## config.mk

```make
export PLATFORM = sky130hd
export DESIGN_NAME = sar_ctrl
export DESIGN_NICKNAME = d
export VERILOG_FILES = /design/src/rtl/sar_pkg.sv /design/src/rtl/sar_sync2.sv /design/src/rtl/sar_ctrl.sv
export SDC_FILE = /design/constraint.sdc
export NUM_CORES = 1
export LEC_CHECK = 0
export CAP_MARGIN = 0
export CORE_ASPECT_RATIO = 0.5
export CORE_MARGIN = 2
export CORE_UTILIZATION = 50
export CTS_BUF_LIST = sky130_fd_sc_hd__clkbuf_8
export CTS_CLUSTER_SIZE = 30
export DETAILED_ROUTE_END_ITERATION = 8
export HOLD_SLACK_MARGIN = 0.15
export PLACE_DENSITY = 0.78
export RECOVER_POWER = 100
export SYNTH_ARGS = -nofsm -noshare
export SYNTH_HDL_FRONTEND = slang
export SYNTH_SLANG_ARGS = --single-unit
export TNS_END_PERCENT = 20
```

## constraint.sdc

```tcl
create_clock -name clk -period 2.05 [get_ports clk]
set_clock_uncertainty 0.2 [all_clocks]
set_input_delay 0.3075 -clock clk [delete_from_list [all_inputs] [get_ports clk]]
set_output_delay 0.3075 -clock clk [all_outputs]
set_load 0.1 [all_outputs]
```

## src/rtl/sar_pkg.sv

```systemverilog
// Shared types and default sizing for the SAR conversion controller.
package sar_pkg;

    typedef enum logic [2:0] {
        IDLE,
        SAMPLE,
        TRIG,
        WAIT,
        DONE
    } sar_state_e;

    localparam int SAR_N_BITS        = 8;
    localparam int SAR_SAMPLE_CYCLES = 4;
    localparam int SAR_CMP_TIMEOUT   = 15;
    localparam int SAR_MAX_RETRY     = 2;

    // Bits needed to hold 0..max_val; never narrower than one bit.
    function automatic int cnt_width(input int max_val);
        return (max_val < 2) ? 1 : $clog2(max_val + 1);
    endfunction

    localparam int SAR_IDX_W  = cnt_width(SAR_N_BITS - 1);
    localparam int SAR_SAMP_W = cnt_width(SAR_SAMPLE_CYCLES - 1);
    localparam int SAR_WAIT_W = cnt_width(SAR_CMP_TIMEOUT - 1);

endpackage

```

## src/rtl/sar_sync2.sv

```systemverilog
// Two-flop synchronizer for asynchronous single-bit-per-lane inputs.
module sar_sync2 #(
    parameter int WIDTH = 1
) (
    input  logic             clk,
    input  logic             rst_n,
    input  logic [WIDTH-1:0] d,
    output logic [WIDTH-1:0] q
);

    logic [WIDTH-1:0] meta;

    // NOTE: sequential state always uses non-blocking assignments so every flop samples pre-edge values.
    always_ff @(posedge clk or negedge rst_n) begin
        if (!rst_n) begin
            meta <= '0;
            q    <= '0;
        end else begin
            meta <= d;
            q    <= meta;
        end
    end

endmodule

```

## src/rtl/sar_ctrl.sv

```systemverilog
// Successive-approximation controller: sample, per-bit comparator trigger, binary search, result.
// Optional comparator re-trigger on timeout is enabled by defining SAR_RETRY_EN.
module sar_ctrl
    import sar_pkg::*;
#(
    parameter int N_BITS        = SAR_N_BITS,
    parameter int SAMPLE_CYCLES = SAR_SAMPLE_CYCLES,
    parameter int CMP_TIMEOUT   = SAR_CMP_TIMEOUT
`ifdef SAR_RETRY_EN
  , parameter int MAX_RETRY     = SAR_MAX_RETRY
`endif
) (
    input  logic              clk,
    input  logic              rst_n,
    input  logic              en,
    input  logic              start,
    input  logic              comp,
    input  logic              valid,
    output logic              cmp_trig,
    output logic              sample,
    output logic [N_BITS-1:0] dac_code,
    output logic [N_BITS-1:0] dout,
    output logic              done,
    output logic              busy,
    output logic              err
);

    localparam int IDX_W  = cnt_width(N_BITS - 1);
    localparam int SAMP_W = cnt_width(SAMPLE_CYCLES - 1);
    localparam int WAIT_W = cnt_width(CMP_TIMEOUT - 1);

    localparam logic [IDX_W-1:0]  IDX_MSB   = IDX_W'(N_BITS - 1);
    localparam logic [SAMP_W-1:0] SAMP_LAST = SAMP_W'(SAMPLE_CYCLES - 1);
    localparam logic [WAIT_W-1:0] WAIT_LAST = WAIT_W'(CMP_TIMEOUT - 1);
    localparam logic [N_BITS-1:0] CODE_MID  = {1'b1, {(N_BITS-1){1'b0}}};

    sar_state_e        state;
    sar_state_e        state_nxt;
    logic [IDX_W-1:0]  bit_idx;
    logic [SAMP_W-1:0] samp_cnt;
    logic [WAIT_W-1:0] wait_cnt;

    logic [1:0] sync_q;
    logic       comp_s;
    logic       valid_s;

    logic take_bit;
    logic bit_val;
    logic retry;

`ifdef SAR_RETRY_EN
    localparam int RETRY_W = cnt_width(MAX_RETRY);
    localparam logic [RETRY_W-1:0] RETRY_MAX = RETRY_W'(MAX_RETRY);
    logic [RETRY_W-1:0] retry_cnt;
`endif

    sar_sync2 #(
        .WIDTH (2)
    ) u_sync (
        .clk   (clk),
        .rst_n (rst_n),
        .d     ({comp, valid}),
        .q     (sync_q)
    );

    assign comp_s  = sync_q[1];
    assign valid_s = sync_q[0];

    // NOTE: every combinational output gets a default first, so no path can infer a latch.
    always_comb begin
        state_nxt = state;
        take_bit  = 1'b0;
        bit_val   = comp_s;
        retry     = 1'b0;

        case (state)
            IDLE: begin
                if (start && en) state_nxt = SAMPLE;
            end
            SAMPLE: begin
                if (samp_cnt == SAMP_LAST) state_nxt = TRIG;
            end
            TRIG: begin
                state_nxt = WAIT;
            end
            WAIT: begin
                if (valid_s) begin
                    take_bit = 1'b1;
                end else if (wait_cnt == WAIT_LAST) begin
`ifdef SAR_RETRY_EN
                    if (retry_cnt < RETRY_MAX) begin
                        retry = 1'b1;
                    end else begin
                        take_bit = 1'b1;
                        bit_val  = 1'b1;
                    end
`else
                    take_bit = 1'b1;
                    bit_val  = 1'b1;
`endif
                end
                if (retry)         state_nxt = TRIG;
                else if (take_bit) state_nxt = (bit_idx == '0) ? DONE : TRIG;
            end
            DONE: begin
                state_nxt = IDLE;
            end
            default: begin
                state_nxt = IDLE;
            end
        endcase

        // Disabling the block aborts wherever it is.
        if (!en && state != IDLE) state_nxt = IDLE;
    end

    assign sample   = (state == SAMPLE);
    assign cmp_trig = (state == TRIG);
    assign done     = (state == DONE);
    assign busy     = (state != IDLE);

    always_ff @(posedge clk or negedge rst_n) begin
        if (!rst_n) begin
            state    <= IDLE;
            bit_idx  <= '0;
            samp_cnt <= '0;
            wait_cnt <= '0;
            dac_code <= '0;
            dout     <= '0;
            err      <= 1'b0;
        end else begin
            state <= state_nxt;
            if (!en && state != IDLE) begin
                dac_code <= '0;
                samp_cnt <= '0;
                wait_cnt <= '0;
            end else begin
                case (state)
                    IDLE: begin
                        if (start && en) begin
                            dac_code <= CODE_MID;
                            err      <= 1'b0;
                            bit_idx  <= IDX_MSB;
                            samp_cnt <= '0;
                        end
                    end
                    SAMPLE: begin
                        samp_cnt <= samp_cnt + 1'b1;
                    end
                    TRIG: begin
                        wait_cnt <= '0;
                    end
                    WAIT: begin
                        if (take_bit) begin
                            dac_code[bit_idx] <= bit_val;
                            if (bit_idx != '0) begin
                                dac_code[bit_idx - 1'b1] <= 1'b1;
                                bit_idx                  <= bit_idx - 1'b1;
                            end else begin
                                // Result is registered on entry to DONE so it is valid with the pulse.
                                dout <= {dac_code[N_BITS-1:1], bit_val};
                            end
                            if (!valid_s) err <= 1'b1;
                        end else if (!retry) begin
                            wait_cnt <= wait_cnt + 1'b1;
                        end
                    end
                    default: begin
                    end
                endcase
            end
        end
    end

`ifdef SAR_RETRY_EN
    always_ff @(posedge clk or negedge rst_n) begin
        if (!rst_n) begin
            retry_cnt <= '0;
        end else if (state == IDLE || take_bit) begin
            retry_cnt <= '0;
        end else if (retry && en) begin
            retry_cnt <= retry_cnt + 1'b1;
        end
    end
`endif

endmodule
```

After elaboration in Yosys (flattened, before gate mapping). Cells that the tools add are included.

Add/subtract/negate cells: 3. Magnitude comparators: 4. Equal/unequal tests: 15. Muxes and demuxes: 37. Bitwise gates (word level): 3. Reduce and logical (&&, ||, !) cells: 20.

Operators with widths (number): 2-to-1 mux 8 bit (4); 2-to-1 mux 3 bit (8); case mux 8 bit (2 select lines) (1); nonzero test 3 bit (5); 2-to-1 mux 1 bit (12); case mux 3 bit (4 select lines) (1); AND reduction 5 bit (2); != test 3 bit, second input constant (3); bitwise mux 8 bit (1); < comparator 3 x 4 -> 1 bit, second input constant (2); 2-to-1 mux 4 bit (2); != test 2 bit, second input constant (4); OR 8 bit (1); case mux 4 bit (2 select lines) (1); demux 1 bit (select 3 bit) (2); == test 3 x 2 -> 1 bit, second input constant (2); greater-or-equal comparator 3 x 1 -> 1 bit, second input constant (2); zero test 3 bit (2); case mux 3 bit (2 select lines) (1); AND reduction 3 bit (2); adder 4 x 1 -> 4 bit, second input constant (1); == test 4 bit, second input constant (1); logical AND 1 bit (4); 2-to-1 mux 2 bit (2); other kinds (14) (16).

Register bits: 33. Bits of input ports: 6. Output and inout bits: 21. Logic and storage cells: 91.

Depth between registers and ports, before layout. Gate-level depths: netlist (run 1).

Depth after elaboration: 10. Mapped depth: 7.

Hierarchy. A second synthesis (run 1) with hierarchy kept.

Cells, all modules: 175. Area total of the unflattened synthesis: 1835.5 um^2.

Modules (own cells, without submodules): sar_ctrl (times used 1, cells each 171, area an instance 1735.4 um^2, sequential area each 725.7 um^2); sar_sync2 (times used 1, cells each 4, area an instance 100.1 um^2, sequential area each 100.1 um^2).

Worst setup path after synthesis (run 1). Ideal clock, no wire load.

Path type: reg2out. From: register state[1]. To: output port cmp_trig. Arrival time: 2.955 ns. Slack: -1.413 ns. Cell stages (with the launch flop): 3. Buffers on the path: 1. Cells stage by stage: dfrtp_1 -> clkbuf_1 -> nor3b_1.

Longest elaborated chain between the ends: 1.

RTL lines: from (decl) (line sar_ctrl.sv:37) `sar_state_e state;`; from (signal assigned) (line sar_ctrl.sv:132) `state <= state_nxt;`; == test 3 x 2 -> 1 bit (line sar_ctrl.sv:118) `assign cmp_trig = (state == TRIG);`; to (decl) (line sar_ctrl.sv:19) `output logic cmp_trig,`.

No other way between the ends.

Final worst setup path (run 1).
From: register state[1]. To: register dac_code[1].

Longest elaborated chain between the ends: 8. Elaborated cells on any way between the ends: 16. Those cells by class: eq/ne: 3; mux: 7; bitwise: 1; reduce/logical: 5.

RTL lines: == test 3 x 2 -> 1 bit (line sar_ctrl.sv:76, sar_ctrl.sv:138); 2-to-1 mux 1 bit (line sar_ctrl.sv:76) `case (state)`; bitwise mux 8 bit (line sar_ctrl.sv:155) `dac_code[bit_idx] <= bit_val;`; OR 8 bit (no source line); 2-to-1 mux 8 bit (line sar_ctrl.sv:156) `if (bit_idx != '0) begin`; 2-to-1 mux 8 bit (line sar_ctrl.sv:154) `if (take_bit) begin`; case mux 8 bit (2 select lines) (line sar_ctrl.sv:138) `case (state)`; 2-to-1 mux 8 bit (line sar_ctrl.sv:133) `if (!en && state != IDLE) begin`; to (signal, indexed assignment) (line sar_ctrl.sv:155); to (decl) (line sar_ctrl.sv:21) `output logic [N_BITS-1:0] dac_code,`.

Several ways; a longest one is shown, not always the timed one. The select of a mux whose other input is x is not followed. A chain may end at the register's enable or synchronous reset.

==> results of run 1 <==
==> where the power goes <==
part | switching (mW) | internal (mW)
Combinational | 0.130 | 0.0729
Sequential | 0.0170 | 0.666
Clock | 0.245 | 0.483
==> synthesized netlist by cell type (all sizes together) (3+ instances only) <==
library cell	instances	area, µm²
a21oi	9	45.0
a22o	7	61.3
and3	3	18.8
buf	6	32.5
dfrtp	33	826
ha	5	62.6
inv	6	22.5
mux2	7	78.8
nand2	12	45.0
nand3	7	35.0
nor2	11	43.8
nor3	10	61.3
nor3b	5	37.5
o21ai	4	20.0
o22ai	6	37.5
o2bb2ai	7	61.3
o31ai	5	51.3
==> worst register-to-register path, stage by stage, from the launching register on <==
cell     delay (ps)
dfrtp_2         490
nor3_1          300
buf_4           200
mux2i_2         250
buf_4           190
o22ai_1          80
a22o_1          200
==> kinds of logic after synthesis <==
family	Yosys count
simple gates	58
buf+inv	14
fa+ha+maj	5
compound gates	50
xor+xnor	2
flops	33
mux	9
==> flip-flops by register name, indices dropped and copies added, names as in the netlist <==
name         cells
err              1
wait_cnt         4
u_sync.q         2
state            3
samp_cnt         2
dac_code         8
bit_idx          3
u_sync.meta      2
dout             8
==> repair_timing <==
action,4_1_cts,5_1_grt
setup buffers,0,2
pin swaps,1,2
hold buffers,0,0
endpoints found under the hold margin,0,0
setup endpoints to repair,1,13
gates resized for setup,0,3
==> cell type report <==
cell class	count	area [µm²]
inverter	6	22.5
clock buffer	5	68.8
multi-input combinational	124	923
fill	274	1140
sequential	33	828
timing repair buffer	44	322
clock inverter	3	65.1
tap	51	63.8
==> layer usage <==
layer,up-vias,routed length [µm]
li1,729,-
met1,748,1940
met2,52,2050
met3,11,239
met4,0,70
met5,-,0
==> how the worst max path moves through the flow <==
stage / start / to / depth (start not counted)
final: state[1] / dac_code[1] / 6
after global routing: bit_idx[0] / dac_code[1] / 7
after CTS: state[1] / cmp_trig / 3
after detailed placement: en / bit_idx[2] / 6
after global placement: en / dout[1] / 5
after floorplan: state[1] / cmp_trig / 2
==> through the flow <==
step / cell area, µm² / setup TNS [ps]
floorplan: 1820 / -35.6
global placement: 2290 / 0
detailed placement: 2290 / 0
CTS: 2430 / 0
global route: 2290 / -152
finish: 2290 / 0
==> flow_summary.ini, run 1 <==
[run_status]
outcome = complete, no violations

[grt]
grtUsageMet3_pct = 6.27
antenna_found_initial = 0
grt_first_pass_wirelength_um = 6800
met1_usage_pct = 28.6
overflow = 0
grt_pass1_vias = 1439
grt_usage_pct = 22.5
busiest_layer = met2
grt_use_met2_pct = 37.6
grt_max_degree = 34

[critical_path]
cp_common_cell = buf_4
worst-path-buf-inv = 2
critPathMaxStageDelay_ps = 490
worst_setup_path_end_kind = flop
cp_slowest_cell = dfrtp_2
path_delay_family = flip-flops
startpoint_type = flop
critPathRequiredTime_ps = 2030
reg2reg_from = state[1]
cp_max_fo = 12
worstPathCellList = nor3_1 > buf_4 > mux2i_2 > buf_4 > o22ai_1 > a22o_1
crit_type = reg -> reg
crit_arrival_ps = 2000
r2r_slack_ps = 30
worst-r2r-cell-count = 6
r2r_end = dac_code[1]

[cts]
numClockSinks = 33
clock_latency_ps = 290
h-tree-depth = 2
clkTransAtPathRegs_ps = 70
cts_max_path_buffers = 2
cts_root_buffer = clkbuf_8
cts_tree = built
cts_buffers = 5

[sta]
tightest_slew_ps = 816
fmax_mhz = 494
setup_viol = 0
drv_slew = 0
slew_headroom_pct = 45.6
hold_violations = 0
period_share_pct = 98.6
fin_ws_ps = 27.7
final.min_clock_period_ps = 2020
rsz0062_at_grt = yes
hold_ws_ps = 150

[cells_and_area]
fin_nets = 225
drive_gt1_share_pct = 27.4
layout_commonest_cell = dfrtp_1
areaGrowthSynthToFinish_pct = 28.5
final_util_pct = 66.8
mostFrequentLayoutCells = 31 x dfrtp_1, 19 x buf_4, 17 x clkbuf_2
num_antenna_cells = 0
fin_cells = 266

[synth]
synth_xor_area_share_pct = 0.982
synth_edf_count = 0
synth_top_family_by_area = compound AO/OA/AOI/OAI gates
ys_seq_area_share_pct = 46.3
avgSynthCellArea_um2 = 10.4
synthMuxAreaShare_pct = 5.75
async_reset_ff_share_pct = 100
synthesis.nets = 182
ys.flop_type = dfrtp_1
yosys_warnings = 0
yosysUniqueCellTypes = 46
synth_simple_gate_area_share_pct = 18.5
syn_area_um2 = 1780
synth_compound_area_share_pct = 21.5
synth_fa_ha_area_share_pct = 3.51
syn-instance-count = 171
synth-seq-cells = 33

[place]
place_hpwl_um = 2900
port_buffers = 26
place_congestion = 0.867
dpl.cell_count = 256
place_ws_ps = 10.9

[route]
wl_per_cell_um = 16.2
first_pass_iters = 4
drc = 0
vias = 1540
vias_per_cell = 5.79
postRouteAntennaNets = 0
drt_wl_total_um = 4300
drtIter0Drc = 59

[floorplanning]
initial_utilization_pct = 51.9
die_y_um = 46.2
rows = 15
dieArea_um2 = 4090
design.portCount = 27
coreArea_um2 = 3430
die_w_um = 88.5

[power]
p_leak_nw = 1.05
power.total_mw = 1.61
ir_worst_vdd_v = 0.000305
p_per_area_nw_per_um2 = 704

[worst_hold_path]
holdCritPathClass = reg -> reg
whs_path_depth = 0
hold_start = u_sync.meta[1]
holdPathEnd = u_sync.q[1]

[job]
cap_violations = 0
No activity file was read; power rests on OpenSTA's default activity.
==> inputs of run 2 (changes only) <==
==> constraint.sdc (replaced) <==
create_clock -name clk -period 2.05 [get_ports clk]
set_clock_uncertainty 0.2 [all_clocks]
set_input_delay 0.41 -clock clk [delete_from_list [all_inputs] [get_ports clk]]
set_output_delay 0.41 -clock clk [all_outputs]
set_load 0.1 [all_outputs]
==> flow_summary.ini, run 2 (synthesis results as in run 1) <==
[critical_path]
critPathRequiredTime_ps = 1440
crit_arrival_ps = 1440
reg2reg_from = wait_cnt[0]
crit_type = reg -> out
endpoint = busy
cp-startpoint = state[1]
worst_setup_path_end_kind = output port
startpoint_type = flop
worst-r2r-cell-count = 6
cp_max_fo = 8
r2r_end = dac_code[4]
r2r_slack_ps = 50

[sta]
hold_violations = 0
tns_ps = 0
setup_viol = 0
rsz0062_at_grt = yes
final.min_clock_period_ps = 2050
fmax_mhz = 489
tightest_slew_ps = 815
drv_slew = 0
hold_ws_ps = 153
period_share_pct = 99.9
slew_headroom_pct = 45.7

[cells_and_area]
mostFrequentLayoutCells = 30 x dfrtp_1, 18 x clkbuf_2, 14 x buf_4
multi_input_area_um2 = 946
fin_nets = 224
register_area_um2 = 830
largest_registers = dac_code (8), dout (8), wait_cnt (4)
fin_cells = 265
num_antenna_cells = 0
layout_commonest_cell = dfrtp_1
drive_gt1_share_pct = 29.0
fillers = 258
final_util_pct = 67.2
areaGrowthSynthToFinish_pct = 29.5

[floorplanning]
die_y_um = 46.2
rows = 15
die_w_um = 88.5
initial_utilization_pct = 51.9
design.portCount = 27
dieArea_um2 = 4090
coreArea_um2 = 3430

[route]
drc = 0
vias = 1542
drtIter0Drc = 79
first_pass_iters = 4
wl_per_cell_um = 15.9
drt_wl_total_um = 4210
vias_per_cell = 5.82
postRouteAntennaNets = 0

[grt]
met1_usage_pct = 30.9
grt_use_met2_pct = 36.2
grtUsageMet3_pct = 7.89
grt_usage_pct = 23.3
busiest_layer = met2
antenna_found_initial = 0
grt_first_pass_wirelength_um = 7020
grt_pass1_vias = 1465
grt_max_degree = 34
overflow = 0

[place]
port_buffers = 26
place_congestion = 0.908
dpl.cell_count = 256
place_hpwl_um = 2920

[cts]
cts_buffers = 5
clock_latency_ps = 290
clkTransAtPathRegs_ps = 70
ctsHoldBuffers = 0
cts_tree = built
cts_max_path_buffers = 2
h-tree-depth = 2
numClockSinks = 33
cts_root_buffer = clkbuf_8

[run_status]
outcome = complete, no violations

[power]
ir_worst_vdd_v = 0.000335
p_per_area_nw_per_um2 = 658
p_leak_nw = 1.05

[job]
cap_violations = 0

[worst_hold_path]
holdCritPathClass = reg -> reg
[run 2: cell count changes in the layout (fill, tap and decap cells not counted), sizes merged]
cell / delta
buf: -2
clkbuf: +2
bufinv: -1
clkinv: -1
inv: +1
[run 2: area by class of cell]
class                           instances  area share (%)
Tap cell                               51            2.76
Inverter                                6           0.975
Timing Repair Buffer                   43            14.4
Clock inverter                          2            1.46
Sequential cell                        33            35.9
Multi-Input combinational cell        124            41.0
Clock buffer                            6            3.58
[run 2: what timing repair did]
item                       in CTS  in global routing
setup buffers                   0                  1
pin swaps                       0                  1
cloned                          0                  0
setup endpoints to repair       1                 21
resized for setup               1                  7
[run 2: metal layers]
layer  vias up  part of all wire, %  wire length [µm]
met1       760                   45              1910
met5         -                    0                 0
met2        47                   48              2030
met3         4                  5.5               230
met4         0                 0.86                36
li1        731                    -                 -
[run 2: worst min path at each step]
stage / startpoint / to / slack (ps) / depth (start not counted)
CTS: u_sync.meta[1] / u_sync.q[1] / 150 / 0
detailed placement: u_sync.meta[1] / u_sync.q[1] / 140 / 0
floorplan: rst_n / bit_idx[0] / -90 / 0
finish: u_sync.meta[1] / u_sync.q[1] / 150 / 0
global placement: u_sync.meta[1] / u_sync.q[1] / 130 / 0
global route: u_sync.meta[0] / u_sync.q[0] / 170 / 0
[run 2: per-stage QoR]
stage	power (mW)	worst slack [ps]	area (µm²)
finish	1.52	3.02	2310
global route	1.57	-46.5	2310
CTS	1.54	3.00	2560
detailed placement	0.912	-72.0	2450
global placement	0.905	-47.7	2450
floorplan	0.823	-1.01	1840
[run 2: where the power goes]
group | internal (mW) | switching [mW]
Clock | 0.391 | 0.240
Sequential | 0.666 | 0.0185
Combinational | 0.0728 | 0.130
[run 2: critical path: stages (launching register included)]
cell and delay [ps]:
dfrtp_2 470, nor3_4 360, inv_2 140, buf_12 190
==> inputs of run 3 (changes only) <==
- clock period: 2.05 -> 1.71 ns (I/O delays scaled with it)
==> flow_summary.ini, run 3 (synthesis results as in run 1) <==
[cts]
cts_root_buffer = clkbuf_8
clock_latency_ps = 290
clkTransAtPathRegs_ps = 70
ctsHoldBuffers = 0
cts_tree = built
numClockSinks = 33
cts_buffers = 5
h-tree-depth = 2
cts_max_path_buffers = 2

[cells_and_area]
areaGrowthSynthToFinish_pct = 52.3
mostFrequentLayoutCells = 30 x dfrtp_1, 29 x buf_4, 17 x clkbuf_4
largest_registers = dac_code (8), dout (8), wait_cnt (4)
fin_cells = 288
layout_commonest_cell = dfrtp_1
final_util_pct = 79.1
num_antenna_cells = 0
drive_gt1_share_pct = 45.1
fin_nets = 247

[place]
dpl.cell_count = 271
place_congestion = 0.896
place_hpwl_um = 3310
place_ws_ps = -356
port_buffers = 26

[critical_path]
cp_slowest_cell = dfrtp_2
worst_setup_path_end_kind = flop
cp_max_fo = 7
worst-path-buf-inv = 2
reg2reg_from = state[2]
worstPathCellList = buf_6 > and4b_1 > buf_4 > nand2_2 > o32ai_1 > mux2i_1
startpoint_type = flop
cp-startpoint = state[2]
critPathRequiredTime_ps = 1670
critPathMaxStageDelay_ps = 450
crit_type = reg -> reg
crit_arrival_ps = 1930
path_delay_family = flip-flops

[worst_hold_path]
hold_start = u_sync.meta[1]
holdCritPathClass = reg -> reg

[sta]
slew_headroom_pct = 44.2
period_share_pct = 115
setup_viol = 25
hold_violations = 0
fmax_mhz = 509
rsz0062_at_grt = yes
drv_slew = 0
final.min_clock_period_ps = 1970
tightest_slew_ps = 837
fin_ws_ps = -256

[route]
wl_per_cell_um = 21.6
drtIter0Drc = 181
drt_wl_total_um = 6230
first_pass_iters = 4
postRouteAntennaNets = 0
vias = 1805
vias_per_cell = 6.27
drc = 0

[floorplanning]
design.portCount = 27
die_w_um = 88.5
die_y_um = 46.2
rows = 15
coreArea_um2 = 3430
dieArea_um2 = 4090
initial_utilization_pct = 51.9

[run_status]
outcome = complete, but fails checks
violations = negative setup slack

[job]
cap_violations = 0

[grt]
grt_first_pass_wirelength_um = 8590
grt_max_degree = 34
antenna_found_initial = 0
overflow = 0
grt_pass1_vias = 1760
grt_usage_pct = 29.0

[power]
ir_worst_vdd_v = 0.000449
p_per_area_nw_per_um2 = 699
p_leak_nw = 1.22
==> run 3: layout make-up <==
cell class | instances | area [µm²]
fill | 179 | 717
timing repair buffer | 66 | 593
tap | 51 | 63.8
clock inverter | 2 | 33.8
multi-input combinational | 124 | 1090
clock buffer | 6 | 82.6
inverter | 6 | 27.5
sequential | 33 | 830
==> run 3: repair_timing <==
item / in CTS / in global routing
gates resized for setup: 23 / 28
pin swaps: 6 / 10
setup buffers: 6 / 4
setup endpoints to repair: 27 / 28
==> run 3: worst paths after layout <==
kind	cells after the start	slack [ps]	end
max	6	-260	bit_idx[2]
min	0	150	u_sync.q[1]
max reg2reg	6	-260	bit_idx[2]
min reg2reg	0	150	u_sync.q[1]
max in group asynchronous	2	260	state[0]
min in group asynchronous	2	470	u_sync.q[1]
==> run 3: layer usage <==
| layer | global-route usage, % | vias up | wire (µm) |
|---|---|---|---|
| met4 | 11.8 | 0 | 238 |
| met2 | 49.8 | 119 | 3000 |
| met1 | 35.6 | 881 | 2560 |
| met5 | 0 | - | 0 |
| li1 | - | 773 | - |
| met3 | 8.06 | 32 | 436 |
==> run 3: power breakdown <==
part,internal (mW),switching [mW]
sequential,0.798,0.0224
combinational,0.119,0.190
clock,0.469,0.301
==> run 3: stage by stage <==
step / cell area [µm²] / hold WS (ps) / power (mW) / setup TNS [ps]
floorplan: 1840 / -154 / 0.987 / -2890
global placement: 2560 / 132 / 1.10 / -5840
detailed placement: 2560 / 136 / 1.11 / -6440
CTS: 2820 / 152 / 1.89 / -2460
global route: 2720 / 152 / 1.96 / -4290
finish: 2720 / 147 / 1.90 / -3670
==> run 3: worst reg2reg max path, cell delays in order, from the launching register on <==
cell,delay [ps]
dfrtp_2,450
buf_6,140
and4b_1,320
buf_4,150
nand2_2,120
o32ai_1,300
mux2i_1,150
